File: src/rtl/alu_op_queue.sv
// Operand/opcode queue feeding the 4-bit ALU with 8-bit accumulator.
// Captures pushes into a FIFO and replays them as setup + Load pulses.
module alu_op_queue #(
    parameter int DEPTH = 8,
    parameter int AW    = 3
) (
    input  logic          Clk,
    input  logic          Reset_b,
    input  logic          Wr_req,
    input  logic [3:0]    Wr_data,
    input  logic [2:0]    Wr_sel,
    input  logic          Run,
    input  logic          Flush,
    output logic [3:0]    Data,
    output logic [2:0]    Select,
    output logic          Load,
    output logic          Busy,
    output logic          Full,
    output logic          Empty,
    output logic [AW:0]   Count,
    output logic          Overflow
);

    typedef enum logic [1:0] {
        IDLE    = 2'd0,
        PRESENT = 2'd1,
        LOAD    = 2'd2
    } state_t;

    localparam logic [AW:0] CNT_FULL = (AW+1)'(DEPTH);
    localparam logic [AW:0] CNT_ONE  = (AW+1)'(1);
    localparam logic [AW-1:0] PTR_ONE = AW'(1);

    state_t        state;
    state_t        state_n;
    logic [6:0]    mem [DEPTH];
    logic [AW-1:0] wptr;
    logic [AW-1:0] rptr;
    logic [AW-1:0] head_addr;
    logic [6:0]    head;
    logic          wr_q;
    logic          push;
    logic          accept;
    logic          pop;
    logic          ld_op;

    assign push    = Wr_req & ~wr_q;
    assign accept  = push & ~Full;
    assign pop     = (state == LOAD);
    assign Full    = (Count == CNT_FULL);
    assign Empty   = (Count == '0);
    assign Busy    = (state != IDLE);
    assign Load    = (state == LOAD);

    // In LOAD the entry at rptr is leaving, so the next head is one beyond it
    assign head_addr = (state == LOAD) ? rptr + PTR_ONE : rptr;
    assign head      = mem[head_addr];

    // Previous Wr_req level for rising-edge push detection
    always_ff @(posedge Clk or negedge Reset_b) begin
        if (!Reset_b) wr_q <= 1'b0;
        else          wr_q <= Wr_req;
    end

    // Storage array; a Flush suppresses the write
    always_ff @(posedge Clk) begin
        if (accept && !Flush) mem[wptr] <= {Wr_sel, Wr_data};
    end

    // Pointers, occupancy and sticky overflow flag
    always_ff @(posedge Clk or negedge Reset_b) begin
        if (!Reset_b) begin
            wptr     <= '0;
            rptr     <= '0;
            Count    <= '0;
            Overflow <= 1'b0;
        end else if (Flush) begin
            wptr     <= '0;
            rptr     <= '0;
            Count    <= '0;
            Overflow <= 1'b0;
        end else begin
            if (accept)      wptr     <= wptr + PTR_ONE;
            if (pop)         rptr     <= rptr + PTR_ONE;
            if (push && Full) Overflow <= 1'b1;
            unique case ({accept, pop})
                2'b10:   Count <= Count + CNT_ONE;
                2'b01:   Count <= Count - CNT_ONE;
                default: Count <= Count;
            endcase
        end
    end

    // Issue sequencer: next state and when to latch a new head entry
    always_comb begin
        state_n = state;
        ld_op   = 1'b0;
        unique case (state)
            IDLE: begin
                if (Run && !Empty) begin
                    state_n = PRESENT;
                    ld_op   = 1'b1;
                end
            end
            PRESENT: state_n = LOAD;
            LOAD: begin
                if (Run && (Count > CNT_ONE)) begin
                    state_n = PRESENT;
                    ld_op   = 1'b1;
                end else begin
                    state_n = IDLE;
                end
            end
            default: state_n = IDLE;
        endcase
        if (Flush) begin
            state_n = IDLE;
            ld_op   = 1'b0;
        end
    end

    // State register and the operand/select registers driven to the ALU
    always_ff @(posedge Clk or negedge Reset_b) begin
        if (!Reset_b) begin
            state  <= IDLE;
            Data   <= '0;
            Select <= '0;
        end else begin
            state <= state_n;
            if (ld_op) {Select, Data} <= head;
        end
    end

endmodule
File: config.mk
export PLATFORM = sky130hd
export DESIGN_NAME = alu_op_queue
export DESIGN_NICKNAME = d
export VERILOG_FILES = /design/src/rtl/alu_op_queue.sv
export SDC_FILE = /design/constraint.sdc
export NUM_CORES = 1
export LEC_CHECK = 0
export ABC_AREA = 1
export CAP_MARGIN = 20
export CELL_PAD_IN_SITES_DETAIL_PLACEMENT = 0
export CELL_PAD_IN_SITES_GLOBAL_PLACEMENT = 2
export CORE_MARGIN = 4
export CORE_UTILIZATION = 40
export CTS_CLUSTER_SIZE = 30
export DETAILED_ROUTE_END_ITERATION = 8
export PLACE_DENSITY = 0.82
export SYNTH_ARGS = -nofsm -noshare
export SYNTH_HDL_FRONTEND = slang
export SYNTH_SLANG_ARGS = --single-unit
File: constraint.sdc
create_clock -name Clk -period 3.2 [get_ports Clk]
set_clock_uncertainty 0.1 [all_clocks]
set_input_delay 0.64 -clock Clk [delete_from_list [all_inputs] [get_ports Clk]]
set_output_delay 0.64 -clock Clk [all_outputs]
set_load 0.05 [all_outputs]
==> results of run 1 <==
[final cells by class]
class	count	share of cell area
Clock buffer	9	0.0298
Clock inverter	7	0.0214
Inverter	72	0.0650
Multi-Input combinational cell	199	0.242
Sequential cell	77	0.531
Tap cell	108	0.0325
Timing Repair Buffer	34	0.0777
[how the worst max path moves through the flow]
stage / startpoint / endpoint / slack (ns) / cells after the start
floorplan: Count[0] / mem[2][0] / 0.61 / 7
global placement: Wr_req / mem[0][6] / 0.49 / 7
detailed placement: Wr_req / mem[0][3] / 0.41 / 7
CTS: Count[0] / Full / 0.25 / 5
global route: Count[0] / Full / 0.13 / 5
finish: Count[0] / Full / 0.26 / 5
[flip-flops by register name, summed over array words and instances, names as in the netlist]
| name | count |
|---|---|
| Count | 4 |
| Select | 3 |
| mem | 56 |
| Data | 4 |
| wptr | 3 |
| state | 2 |
| wr_q | 1 |
| Overflow | 1 |
| rptr | 3 |
[cells by family after synthesis]
family,Yosys count,synth area share
compound gates,15,0.0251
xor+xnor,6,0.0170
fa+ha+maj,6,0.0212
buf+inv,81,0.0903
flops,77,0.625
mux,1,0.00283
simple gates,171,0.219
[critical path, stage by stage, from the launching register on]
cell and delay (ns):
dfrtp_1 0.43, inv_1 0.15, ha_1 0.20, nand3_1 0.15, inv_1 0.11, clkdlybuf4s50_1 0.81
[report_power, final]
part	switching, mW	total [mW]	internal (mW)	leakage (nW)
registers	0.0493	1.19	1.14	0.781
clock network	0.349	0.784	0.435	0.105
logic	0.534	0.783	0.249	0.964
total	0.933	2.76	1.82	1.85
[stage by stage]
step / cell area [sq um] / power [mW] / setup slack [ns] / util / instances
2_1_floorplan: 3530 / 1.74 / 0.613 / - / 357
3_3_place_gp: 3940 / 2.00 / 0.490 / 0.454 / 490
3_5_place_dp: 3940 / 2.00 / 0.413 / 0.454 / 490
4_1_cts: 4160 / 2.79 / 0.250 / 0.479 / 506
5_1_grt: 4160 / 2.91 / 0.126 / 0.479 / 506
6_report: 4160 / 2.76 / 0.260 / 0.479 / 506
[cell usage in the layout, fill, tap and decap left out, drive strengths merged]
cell type and instances:
dfrtp 21, edfxtp 56, clkdlybuf4s50 27, clkinv 3, nand2 64, o21ai 10, clkbuf 9, xor2 4
nand4 1, nor2 14, clkinvlp 1, a21oi 4, nor3 5, xnor2 2, mux2i 1, nand3 86
ha 6, o211ai 1, buf 7, inv 73, bufinv 2, and2 1
[metal layers]
layer	share of wire	wire, microns	global-route usage	vias to the layer above
met2	0.44	3480	0.239	53
met5	0	0	0	-
met4	0.0074	59	0.0535	0
met1	0.51	4050	0.251	1090
met3	0.046	366	0.0348	4
li1	-	-	-	1245
==> metrics, run 1 <==
# port buffers 27; vias per inst about 4.7; initial antenna violation count 0; TritonCTS clock tree done; Detail Placement HPWL just under 6000 microns; most frequent cell after synthesis nand3_1; startpoint types register; total routed wirelength between 7000 and 8000 microns; Peak VDD IR roughly 0.27 mV; drt first pass iters 4; Slew Limit Fails 0; initial core utilization 0.407; Final Hold Fails 0; CP required between 2 and 2.5 ns; number of global-route vias before repair roughly 2.3k; Hold Path Origin Select[1]; htree depth 3; area occupied by multi-input gates 0.00101 sq mm; Distinct cells, synth 25; FF+latch count, synth 77; Reg2Reg Setup Slack between 0.8 and 0.9 ns; grt ovf 0; CTS Buffer Depth 2; # setup viols final 0; Static Leakage 1.85 nW; Worst Path Max Fanout 5; WL per Instance 15.7 microns; die footprint ~0.010 sq mm; Worst setup EP type output port; synth top area cells edfxtp_1 48%, dfrtp_1 15%, nand3_1 12%, inv_1 7.4%, nand2_1 6.6%; Main synth FF type edfxtp_1; Synth top area share 0.476; die outline height 102 microns; Yosys top cell by area edfxtp_1; routability cong. 0.772; CTS buffer count 9; # fillers 839; Max-Cap Viols 0; Worst-Skew Late Latency around 0.34 ns; Achievable Freq between 0.3 and 0.4 GHz; final net count 411; Arrival @ worst endpoint between 2 and 2.5 ns; CTS root buf clkbuf_8; die width 102 microns; Worst Tran Pin Value 0.800 ns; ANT nets after route 0; Hold Path Class register to register; slew margin rel. 0.465; total number of vias roughly 2.4k; Post-synth EDFFs 56; Total GRT Usage 0.166; Synth top cells by count 86 x nand3_1, 70 x inv_1, 62 x nand2_1; synthesized area per cell 9.90 sq um; ANT cells 0; Crit Path Category register to output port; r2r endpoint Data[3]; sequential share of the synthesized area 0.625; core area between 0.008 and 0.009 sq mm; crit share post-route 0.919; Hold Path End Select[1]; CTS sink count 77; PostCTS Resize Cnt 0; Post-CTS Setup Bufs 0; pin count of the biggest net entering global routing 23; Final min period 2.94 ns; Reg clk slew, reported paths approximately 0.080 ns; Pwr Density around 660 mW/mm^2; Min-Delay Path Depth 2; Mapped Nets ~380; register area between 0.002 and 0.0025 sq mm; Critical R2R Launch state[0]; area grow syn2layout 17.6%; DRT iter0 DRCs 99; RSZ-0062 raised after global routing false; CTS Hold Buffers Added 0; Final TNS setup 0 ns; R2R depth 10; global-route wire length before repair around 13,000 microns; row count 34; drc violations 0; Async S/R FF share, synth 0.273; status complete, no violations; I/O Pins 28; Cell Area, Synth between 0.003 and 0.004 sq mm; hold slack between 0.3 and 0.4 ns; cell count after synthesis around 360; share of layout cells above drive strength 1 0.0754; Ys Warns 0
Note: power is estimated with default switching activity, not from simulation.
==> run 2: changes to the inputs <==
- CELL_PAD_IN_SITES_DETAIL_PLACEMENT: 0 -> 1
- CELL_PAD_IN_SITES_GLOBAL_PLACEMENT: 2 -> 1
- CORE_UTILIZATION: 40 -> 45
- PLACE_DENSITY: 0.82 -> 0.77
==> run 2 against run 1 <==
Die area shrank 10%. Largest power group unchanged. Combinational power grew 2.9%. Final area shrank 0.54%. Power shrank 2.7%. Worst setup slack lost 0.018 ns. Hold slack lost 0.0026 ns.
==> metrics, run 2 (synthesis results as in run 1) <==
final total power 2.68 mW (was 2.76 mW); slew margin rel. 0.502 (was 0.465); most used cell, CP inv_1 (unchanged); I/O Pins 28 (unchanged); CTS buffer count 9 (unchanged); drc violations 0 (unchanged); RSZ-0062 raised after global routing false (unchanged); Core Util, Final 0.538 (was 0.479); Detail Placement HPWL 6200 microns (was 5820 microns); ANT cells 0 (unchanged); Max-Cap Viols 0 (unchanged); crit path cell chain inv_1 -> ha_1 -> nand3_1 -> inv_1 -> clkdlybuf4s50_1 (unchanged); Total GRT Usage 0.186 (was 0.166); Post-Layout Inst Area 0.00413 sq mm (was 0.00416 sq mm); worst setup path startpoint Count[0] (unchanged); DP Area 0.00395 sq mm (was 0.00394 sq mm); most frequent cells in the layout 86 x nand3_1, 70 x inv_1, 62 x nand2_1 (unchanged); area grow syn2layout 17.0% (was 17.6%); Worst Tran Pin Value 0.746 ns (was 0.800 ns); Static Leakage 1.85 nW (about the same); crit share post-route 0.925 (was 0.919); die footprint 0.00933 sq mm (was 0.0104 sq mm); Final min period 2.96 ns (was 2.94 ns); Crit Path Category register to output port (unchanged); Final Hold Fails 0 (unchanged); die width 96.6 microns (was 102 microns); total routed wirelength 8450 microns (was 7960 microns); final net count 413 (was 411); Final TNS setup 0 ns (unchanged); Psw 932 uW (was 933 uW); total number of vias 2,567 (was 2,392); sequential fraction of design power 0.443 (was 0.431); htree depth 3 (unchanged); Clock Power Share 0.256 (was 0.284); internal power 1.75 mW (was 1.82 mW); Critical Path Stages 5 (unchanged); Worst-Skew Late Latency 0.34 ns (about the same); switch share 0.348 (was 0.338); die outline height 96.6 microns (was 102 microns); Reg clk slew, reported paths 0.08 ns (about the same); Worst path max stage delay 0.81 ns (about the same); Max stage delay cell, worst path clkdlybuf4s50_1 (unchanged); largest registers mem (56), Count (4), Data (4) (unchanged); worst setup path endpoint Full (unchanged); CP required 2.46 ns (about the same); global-route wire length before repair 13,500 microns (was 12,700 microns); Critical R2R Launch Count[0] (was state[0]); crit-path leading delay family buffers and inverters (unchanged); PostCTS Resize Cnt 0 (unchanged); TritonCTS clock tree done (unchanged); max reg flops 56 (unchanged); startpoint types register (unchanged); CTS sink count 77 (unchanged); grt ovf 0 (unchanged); CTS Hold Buffers Added 0 (unchanged); Reg2Reg Setup Slack 0.76 ns (was 0.81 ns); WL per Instance 16.8 microns (was 15.7 microns); Peak VDD IR 0.241 mV (was 0.272 mV); pin count of the biggest net entering global routing 23 (unchanged); R2R depth 7 (was 10); Worst Path Buf+Inv 3 (unchanged); # setup viols final 0 (unchanged); Worst setup EP type output port (unchanged); part of the power in combinational logic 0.301 (was 0.284); r2r endpoint mem[5][3] (was Data[3]); Achievable Freq 0.338 GHz (was 0.340 GHz); initial core utilization 0.460 (was 0.407); drt first pass iters 4 (unchanged); row count 32 (was 34); Hold Path Class register to register (unchanged); ANT nets after route 0 (unchanged); most common cell after layout, fill and taps aside nand3_1 (unchanged); Pwr Density 649 mW/mm^2 (was 663 mW/mm^2); CTS root buf clkbuf_8 (unchanged); Worst Path Max Fanout 5 (unchanged); Arrival @ worst endpoint 2.22 ns (was 2.20 ns); status complete, no violations (unchanged); Post-CTS Setup Bufs 0 (unchanged); core area 0.00769 sq mm (was 0.00868 sq mm); pre-CTS setup slack 0.315 ns (was 0.413 ns); vias per inst 5.11 (was 4.73); number of global-route vias before repair 2,590 (was 2,287); CTS Buffer Depth 2 (unchanged); final worst setup slack 0.241 ns (was 0.260 ns); # port buffers 27 (unchanged); initial antenna violation count 0 (unchanged); Slew Limit Fails 0 (unchanged); routability cong. 0.833 (was 0.772); Reg with most FFs mem (unchanged); share of layout cells above drive strength 1 0.0775 (was 0.0754); DRT iter0 DRCs 208 (was 99)
[run 2: final cells by class]
| cell class | count | area (sq um) |
|---|---|---|
| clock inverter | 5 | 51.3 |
| inverter | 72 | 270 |
| fill | 873 | 3550 |
| timing repair buffer | 36 | 338 |
| multi-input combinational | 199 | 1010 |
| clock buffer | 11 | 131 |
| sequential | 77 | 2210 |
| tap | 102 | 128 |
[run 2: worst min-delay path by stage]
| stage | from | to | depth (start not counted) |
|---|---|---|---|
| 2_1_floorplan | Reset_b | Count[0] | 0 |
| 3_5_place_dp | Data[3] | Data[3] | 2 |
| 4_1_cts | Data[3] | Data[3] | 2 |
| 5_1_grt | Data[1] | Data[1] | 2 |
| 6_report | Data[3] | Data[3] | 2 |
| 3_3_place_gp | Data[2] | Data[2] | 2 |
[run 2: worst register-to-register path, cell delays in order (launching register included)]
cell and delay (ns):
dfrtp_1 0.42, inv_1 0.13, ha_1 0.24, nand3_1 0.16
nand2_1 0.13, nor2_1 0.22, nand2_1 0.20, nor2_1 0.48
[run 2: per-stage QoR]
step	hold WS, ns	instances
after floorplan	0.244	357
after global placement	0.365	486
after detailed placement	0.365	486
after CTS	0.385	502
after global routing	0.418	502
final	0.381	502
[run 2: power by group through the flow]
stage | Combinational [mW] | Clock [mW] | Sequential (mW)
after floorplan | 0.345 | 0 | 1.40
after global placement | 0.796 | 0 | 1.21
after detailed placement | 0.806 | 0 | 1.21
after CTS | 0.811 | 0.702 | 1.19
after global routing | 0.873 | 0.757 | 1.20
final | 0.806 | 0.686 | 1.19
[run 2: per-layer routing]
| layer | GRT usage | vias to the layer above | share of wire |
|---|---|---|---|
| met2 | 0.299 | 52 | 0.48 |
| li1 | - | 1250 | - |
| met4 | 0.0648 | 0 | 0.013 |
| met1 | 0.252 | 1253 | 0.46 |
| met3 | 0.0360 | 12 | 0.039 |
| met5 | 0 | - | 0 |
